$ cat config.mk
export PLATFORM = sky130hd
export DESIGN_NAME = uart_receiver
export DESIGN_NICKNAME = d
export VERILOG_FILES = /design/src/rtl/uart_receiver.sv
export SDC_FILE = /design/constraint.sdc
export NUM_CORES = 1
export LEC_CHECK = 0
export ABC_CLOCK_PERIOD_IN_PS = 2300
export BUFFER_PORTS_ARGS = -buffer_cell sky130_fd_sc_hd__buf_2
export CELL_PAD_IN_SITES_DETAIL_PLACEMENT = 0
export CELL_PAD_IN_SITES_GLOBAL_PLACEMENT = 1
export CORE_MARGIN = 2
export CORE_UTILIZATION = 29
export DETAILED_ROUTE_END_ITERATION = 12
export HOLD_SLACK_MARGIN = 0.1
export PLACE_DENSITY_LB_ADDON = 0.25
export RECOVER_POWER = 100
export SYNTH_ARGS = -nofsm -noshare
export SYNTH_HDL_FRONTEND = slang
export SYNTH_SLANG_ARGS = --single-unit
$ cat constraint.sdc
create_clock -name clk -period 2.3 [get_ports clk]
set_input_delay 0.46 -clock clk [delete_from_list [all_inputs] [get_ports clk]]
set_output_delay 0.46 -clock clk [all_outputs]
set_load 0.05 [all_outputs]
$ cat src/rtl/uart_receiver.sv
// ---------------------------------------------------------------------------
// uart_receiver
//   Oversampling 8N1 UART receiver. The serial input is synchronised, a start
//   bit is qualified at its midpoint, and eight data bits (LSB first) plus the
//   stop bit are each sampled at their midpoints. A good stop bit publishes
//   the byte. A low stop bit reports a framing error, and the receiver then
//   waits in BREAK until the line goes high again.
//
// Parameters
//   OVERSAMPLE  : braud_x16 ticks per bit period (even, >= 4)
//   SYNC_STAGES : flops in the rx input synchroniser (>= 1)
//
// Ports
//   clk            in   system clock, all state on the rising edge
//   reset          in   asynchronous, active-high reset
//   braud_x16      in   one-clk sample-enable tick, OVERSAMPLE ticks per bit
//   rx             in   asynchronous serial line, idle high
//   out_rx[7:0]    out  last correctly framed byte
//   recived_signal out  one-clk pulse when out_rx takes a new byte
//   framing_error  out  one-clk pulse when the stop bit is sampled low
//   busy           out  high whenever the receiver is not idle
// ---------------------------------------------------------------------------
module uart_receiver #(
    parameter int OVERSAMPLE  = 16,
    parameter int SYNC_STAGES = 2
) (
    input  logic       clk,
    input  logic       reset,
    input  logic       braud_x16,
    input  logic       rx,
    output logic [7:0] out_rx,
    output logic       recived_signal,
    output logic       framing_error,
    output logic       busy
);

    localparam int TW = (OVERSAMPLE > 2) ? $clog2(OVERSAMPLE) : 1;
    localparam logic [TW-1:0] HALF_LAST = TW'(OVERSAMPLE / 2 - 1);
    localparam logic [TW-1:0] FULL_LAST = TW'(OVERSAMPLE - 1);
    localparam logic [TW-1:0] TICK_ZERO = TW'(0);
    localparam logic [TW-1:0] TICK_ONE  = TW'(1);

    typedef enum logic [2:0] {
        ST_IDLE  = 3'd0,
        ST_START = 3'd1,
        ST_DATA  = 3'd2,
        ST_STOP  = 3'd3,
        ST_BREAK = 3'd4
    } state_t;

    logic [SYNC_STAGES-1:0] sync_r;
    logic                   rx_s;

    state_t        state_r;
    state_t        state_next_s;
    logic [TW-1:0] tick_cnt_r;
    logic [TW-1:0] tick_cnt_next_s;
    logic [2:0]    bit_cnt_r;
    logic [2:0]    bit_cnt_next_s;
    logic [7:0]    shift_r;
    logic [7:0]    shift_next_s;
    logic [7:0]    out_rx_r;
    logic [7:0]    out_rx_next_s;
    logic          recived_r;
    logic          recived_next_s;
    logic          ferr_r;
    logic          ferr_next_s;

    // Input synchroniser: idles high so reset never looks like a start bit.
    always_ff @(posedge clk or posedge reset) begin
        if (reset) begin
            sync_r <= '1;
        end else begin
            sync_r[0] <= rx;
            for (int i = 1; i < SYNC_STAGES; i++) begin
                sync_r[i] <= sync_r[i-1];
            end
        end
    end

    assign rx_s = sync_r[SYNC_STAGES-1];

    // Next-state, counter, shift and output computation; nothing moves
    // without a tick except the pulses, which fall back to zero.
    always_comb begin
        state_next_s    = state_r;
        tick_cnt_next_s = tick_cnt_r;
        bit_cnt_next_s  = bit_cnt_r;
        shift_next_s    = shift_r;
        out_rx_next_s   = out_rx_r;
        recived_next_s  = 1'b0;
        ferr_next_s     = 1'b0;

        if (braud_x16) begin
            case (state_r)
                ST_IDLE: begin
                    if (!rx_s) begin
                        state_next_s    = ST_START;
                        tick_cnt_next_s = TICK_ZERO;
                    end else begin
                        state_next_s    = ST_IDLE;
                    end
                end
                ST_START: begin
                    // Midpoint of the start bit: a high line here was a glitch.
                    if (tick_cnt_r == HALF_LAST) begin
                        tick_cnt_next_s = TICK_ZERO;
                        bit_cnt_next_s  = 3'd0;
                        if (!rx_s) begin
                            state_next_s = ST_DATA;
                        end else begin
                            state_next_s = ST_IDLE;
                        end
                    end else begin
                        tick_cnt_next_s = tick_cnt_r + TICK_ONE;
                    end
                end
                ST_DATA: begin
                    if (tick_cnt_r == FULL_LAST) begin
                        tick_cnt_next_s = TICK_ZERO;
                        // LSB arrives first, so shift in at the top.
                        shift_next_s    = {rx_s, shift_r[7:1]};
                        if (bit_cnt_r == 3'd7) begin
                            bit_cnt_next_s = 3'd0;
                            state_next_s   = ST_STOP;
                        end else begin
                            bit_cnt_next_s = bit_cnt_r + 3'd1;
                        end
                    end else begin
                        tick_cnt_next_s = tick_cnt_r + TICK_ONE;
                    end
                end
                ST_STOP: begin
                    if (tick_cnt_r == FULL_LAST) begin
                        tick_cnt_next_s = TICK_ZERO;
                        if (rx_s) begin
                            out_rx_next_s  = shift_r;
                            recived_next_s = 1'b1;
                            state_next_s   = ST_IDLE;
                        end else begin
                            ferr_next_s    = 1'b1;
                            state_next_s   = ST_BREAK;
                        end
                    end else begin
                        tick_cnt_next_s = tick_cnt_r + TICK_ONE;
                    end
                end
                ST_BREAK: begin
                    // Only a high line ends a break; lows are not new starts.
                    if (rx_s) begin
                        state_next_s = ST_IDLE;
                    end else begin
                        state_next_s = ST_BREAK;
                    end
                end
                default: begin
                    state_next_s    = ST_IDLE;
                    tick_cnt_next_s = TICK_ZERO;
                    bit_cnt_next_s  = 3'd0;
                end
            endcase
        end else begin
            state_next_s = state_r;
        end
    end

    // State, datapath and output registers.
    always_ff @(posedge clk or posedge reset) begin
        if (reset) begin
            state_r    <= ST_IDLE;
            tick_cnt_r <= TICK_ZERO;
            bit_cnt_r  <= 3'd0;
            shift_r    <= 8'h00;
            out_rx_r   <= 8'h00;
            recived_r  <= 1'b0;
            ferr_r     <= 1'b0;
        end else begin
            state_r    <= state_next_s;
            tick_cnt_r <= tick_cnt_next_s;
            bit_cnt_r  <= bit_cnt_next_s;
            shift_r    <= shift_next_s;
            out_rx_r   <= out_rx_next_s;
            recived_r  <= recived_next_s;
            ferr_r     <= ferr_next_s;
        end
    end

    assign out_rx         = out_rx_r;
    assign recived_signal = recived_r;
    assign framing_error  = ferr_r;
    assign busy           = (state_r != ST_IDLE);

endmodule

# Word level (Yosys, flattened, before mapping)
# Cells that the tools add are included.
# W data, S select, Z words.
op_classes:
  add_sub_neg: 2
  multipliers: 0
  n_bitwise: 2
  shift: 0
  n_eq_ne: 12
  div_mod_pow: 0
  magnitude_cmp: 0
  muxes: 24
  n_reduce_logical: 9
ops:
  columns: ["op", "count"]
  rows:
  - ["$mux W3", 8]
  - ["$pmux W4 S4", 1]
  - ["$pmux W3 S5", 1]
  - ["$mux W4", 3]
  - ["$ne A2 B2 Y1 const B", 5]
  - ["$mux W1", 9]
  - ["$pmux W3 S3", 1]
  - ["$reduce_and A4 Y1", 2]
  - ["$eq A3 B2 Y1 const B", 2]
  - ["$eq A3 B3 Y1 const B", 2]
  - ["$reduce_and A3 Y1", 2]
  - ["$reduce_and A5 Y1", 1]
  - ["$add A4 B1 Y4 const B", 1]
  - ["$eq A4 B3 Y1 const B", 1]
  - ["$eq A4 B4 Y1 const B", 1]
  - ["$add A3 B1 Y3 const B", 1]
  - ["$eq A3 B1 Y1 const B", 1]
  - ["$logic_not A3 Y1", 1]
  - ["$reduce_bool A3 Y1", 1]
  - ["$reduce_or A3 Y1", 1]
  - ["$mux W2", 1]
  - ["$not A1 Y1", 2]
  - ["$reduce_or A2 Y1", 1]
totals:
  ram_bits: 0
  input_bits: 4
  mem_count: 0
  out_inout_bits: 11
  ff_bits: 30
  romBits: 0
  elab_cells: 57
  latch_bits: 0

# Depth between registers and ports, before layout
depth:
  word_depth: 4
  depth_mapped: 7
  ltp_nobuf: 5

# Least setup slack after synthesis
# No wires, ideal clock.
synth_path:
  path_kind: "register to register"
  start: "reg tick_cnt_r[0]"
  end: "reg out_rx_r[0], in the netlist out_rx[0]"
  t_arrival_ns: 1.499
  path_buffers: 2
  synth_period_minus_slack_ns: 1.624
  setup_slack_ns: 0.676
  setup_time_ns: 0.125
  required_time_ns: 2.175
  stages_incl_launch_ff: 8
  cell_sequence: "dfrtp_1 -> ha_1 -> buf_2 -> nand3_4 -> nor2_4 -> and3_4 -> buf_12 -> mux2_4"
synth_via:
  elab_chain_cells: 2
synth_lines:
  columns: ["item", "line", "source"]
  rows:
  - ["start: declaration", "56", "logic [TW-1:0] tick_cnt_r;"]
  - ["start signal: assignment", "179", "tick_cnt_r <= tick_cnt_next_s;"]
  - ["$eq A4 B4 Y1", "134", "if (tick_cnt_r == FULL_LAST) begin"]
  - ["$reduce_and A4 Y1 (no source line)", null, null]
  - ["end signal: assignment", "182", "out_rx_r <= out_rx_next_s;"]
  - ["end: declaration", "62", "logic [7:0] out_rx_r;"]
# Every way passes these cells.
# A chain may end at the register's enable or synchronous reset.

# Final worst setup path
layout_path:
  start: "reg state_r[2]"
  end: "out busy"
layout_via:
  elab_chain_cells: 1
layout_lines:
  columns: ["item", "line", "source"]
  rows:
  - ["start: declaration", "54", "state_t state_r;"]
  - ["start signal: assignment", "178", "state_r <= state_next_s;"]
  - ["$reduce_bool A3 Y1", "191", "assign busy = (state_r != ST_IDLE);"]
  - ["end: declaration", "34", "output logic busy"]
# Every way passes these cells.

==> impl_metrics.toml <==
[finish]
finalNonFillerCells = 198
fillers = 496
layout_commonest_cell = "dfrtp_1"
regArea_um2 = 753
final_util_pct = 33.6
finalNetCount = 137
drive_gt1_share_pct = 14.5
insertedDiodeCount = 0
final_cell_mix = "28 x dfrtp_1, 16 x mux2_1, 11 x clkbuf_1"
area_growth_pct = 11.1
multi_input_area_um2 = 561
stdcell_area_mm2 = 0.00159

[timing]
setup_viol = 0
post-route-period-util_pct = 85.0
rsz0062_at_grt = "false"
worst_pin_slew_ns = 0.611
tns_ns = 0
skew_ns = 0.00389
clock.fmax_mhz = 512
hold_violations = 0
max_slew_margin_pct = 59.3
drv_slew = 0
layout_min_cycle_time_ns = 1.95

[synth]
syn-cell-area_mm2 = 0.00143
synth_edf_count = 0
synth-seq-cells = 30
ys_warn_count = 0
synthXorXnorAreaFrac_pct = 0.613
synth.net_count = 120
synthMuxAreaShare_pct = 15.4
netlist_top_cells_area = "dfrtp_1 49%, mux2_4 8.4%, mux2_1 6.3%"
yosysUniqueCellTypes = 44
synth_top_family_by_area = "multiplexers"
synth_fa_ha_area_share_pct = 2.63
synth-compound-area-share_pct = 10.5
synth_area_per_cell_um2 = 12.6
synth_area_leader_cell = "dfrtp_1"
synthCells = 113
yosysTopAreaCellShare_pct = 49.1
synthArstFlopShare_pct = 100
synthFlopType = "dfrtp_1"
synth-seq-area-share_pct = 52.8
synth-simple-area-share_pct = 13.4

[flow_run]
maxCapViolCount = 0

[critical_path]
crit_chain = "or3_1, clkbuf_1"
cp-start-kind = "flop"
critPathMaxFanout = 14
crit_arrival_ns = 1.49
cp.required_ns = 1.84
worstSetupEndpointType = "output pin"
cpLargestDelayFamily = "flip-flops"
crit_slowest_cell = "dfrtp_1"
worstSetupPathType = "flop to output pin"
max_stage_delay_ns = 0.59
critPathBufInv = 1

[outcome]
status = "completed"

[pwr]
p_leak_nw = 0.753
totalPowerFinal_w = 0.00144
power.density_mw_per_mm2 = 908
ir_drop_uv = 352

[routing]
dr.pass1.iters = 4
ant_nets = 0
via_per_inst = 4.65
post-route-drc-count = 0
wire_per_inst_um = 12.6
num_vias = 920
drt-initial-drc-count = 36
wl_mm = 2.50

[cts]
cts_tree = "built"
post_cts_buffers = 0
numCtsBuffers = 5
clockBufferDepth = 2
clk_latency_ns = 0.27
numClockSinks = 30
htreeDepth = 2
cts-root-buf = "clkbuf_8"
clk_pin_slew_worst_paths_ns = 0.07

[placement]
gp_congestion = 0.731
portBuffers = 14
hpwl_mm = 1.77
place_area_mm2 = 0.00155
place_inst = 189

[grt]
grt_usage_pct = 11.3
grt_pass1_wl_mm = 4.62
antenna_found_initial = 0
grt_pass1_vias = 999
grt_max_degree = 26
gr-total-overflow = 0

[die]
core_mm2 = 0.00472
row_count = 25
die_w_um = 74.2
die_h_um = 74.2
initial_core_util_pct = 30.2
io_pins = 15
die_area_mm2 = 0.00550

[worst_hold_path]
hold_path_class = "input port to flop"
==> registers in the layout, summed over array words and instances (netlist names) <==
register and flops:
framing_error 1, shift_r 8, out_rx 8, tick_cnt_r 4
recived_signal 1, bit_cnt_r 3, state_r 3, sync_r 2
==> path summary, 6_finish.rpt <==
check	start	end	slack [ns]	cells past startpoint
worst max-delay path	state_r[2]	busy	0.35	2
max in group asynchronous	reset	bit_cnt_r[0]	0.82	4
min in group asynchronous	reset	tick_cnt_r[2]	0.64	3
worst min-delay path	rx	sync_r[0]	0.28	1
worst max register to register	tick_cnt_r[0]	shift_r[2]	0.42	5
worst min register to register	sync_r[0]	sync_r[1]	0.36	0
==> stage by stage <==
step	hold WS (ns)	worst slack (ns)
3_3_place_gp	0.346	0.590
4_1_cts	0.268	0.451
2_1_floorplan	0.345	0.676
3_5_place_dp	0.352	0.540
6_report	0.276	0.346
5_1_grt	0.265	0.241
==> worst register-to-register path, delay by kind of cell (launching register included) <==
kind                       cells  cell delay, ns
buffers and inverters          1            0.23
muxes                          1            0.34
and+or+nand+nor                2            0.51
DFF                            1            0.39
adders and majority gates      1            0.30
==> logic make-up after synthesis <==
logic type	after synthesis
adders and majority gates	3
buffers and inverters	11
DFF	30
xor gates and xnor gates	1
and+or+nand+nor	30
AOI/OAI and AO/OA	21
muxes	17
==> synth_stat cells, types with 2 or more instances <==
master	n
nor4_1	2
dfstp_2	2
nand2_1	6
mux2_4	8
o21ai_1	2
buf_2	4
a21oi_1	3
a21o_1	2
a22o_1	3
nor2_1	7
a31oi_1	2
mux2_1	8
nand3b_1	2
inv_1	3
ha_1	3
dfrtp_1	28
==> final cells by class <==
type / count / share of cell area, %
Sequential cell: 30 / 47.5
Timing Repair Buffer: 17 / 4.97
Clock inverter: 2 / 0.789
Tap cell: 67 / 5.28
Inverter: 4 / 0.946
Clock buffer: 6 / 5.21
Multi-Input combinational cell: 72 / 35.3
==> routing by layer <==
metal,global-route usage (%),up-vias,routed length (um)
li1,-,438,-
met2,18.8,18,1180
met5,0,-,0
met4,4.85,0,34
met1,13.3,460,1180
met3,3.66,4,97
==> power breakdown <==
part / switching, W / internal (W)
Clock: 0.000197 / 0.000240
Sequential: 0.000101 / 0.000592
Combinational: 0.000175 / 0.000135
Total: 0.000473 / 0.000966
==> what timing repair did <==
item	in CTS	in global routing
resized for setup	0	0
endpoints found under the hold margin	4	0
hold buffers	1	0
No activity file was read; power rests on OpenSTA's default activity.
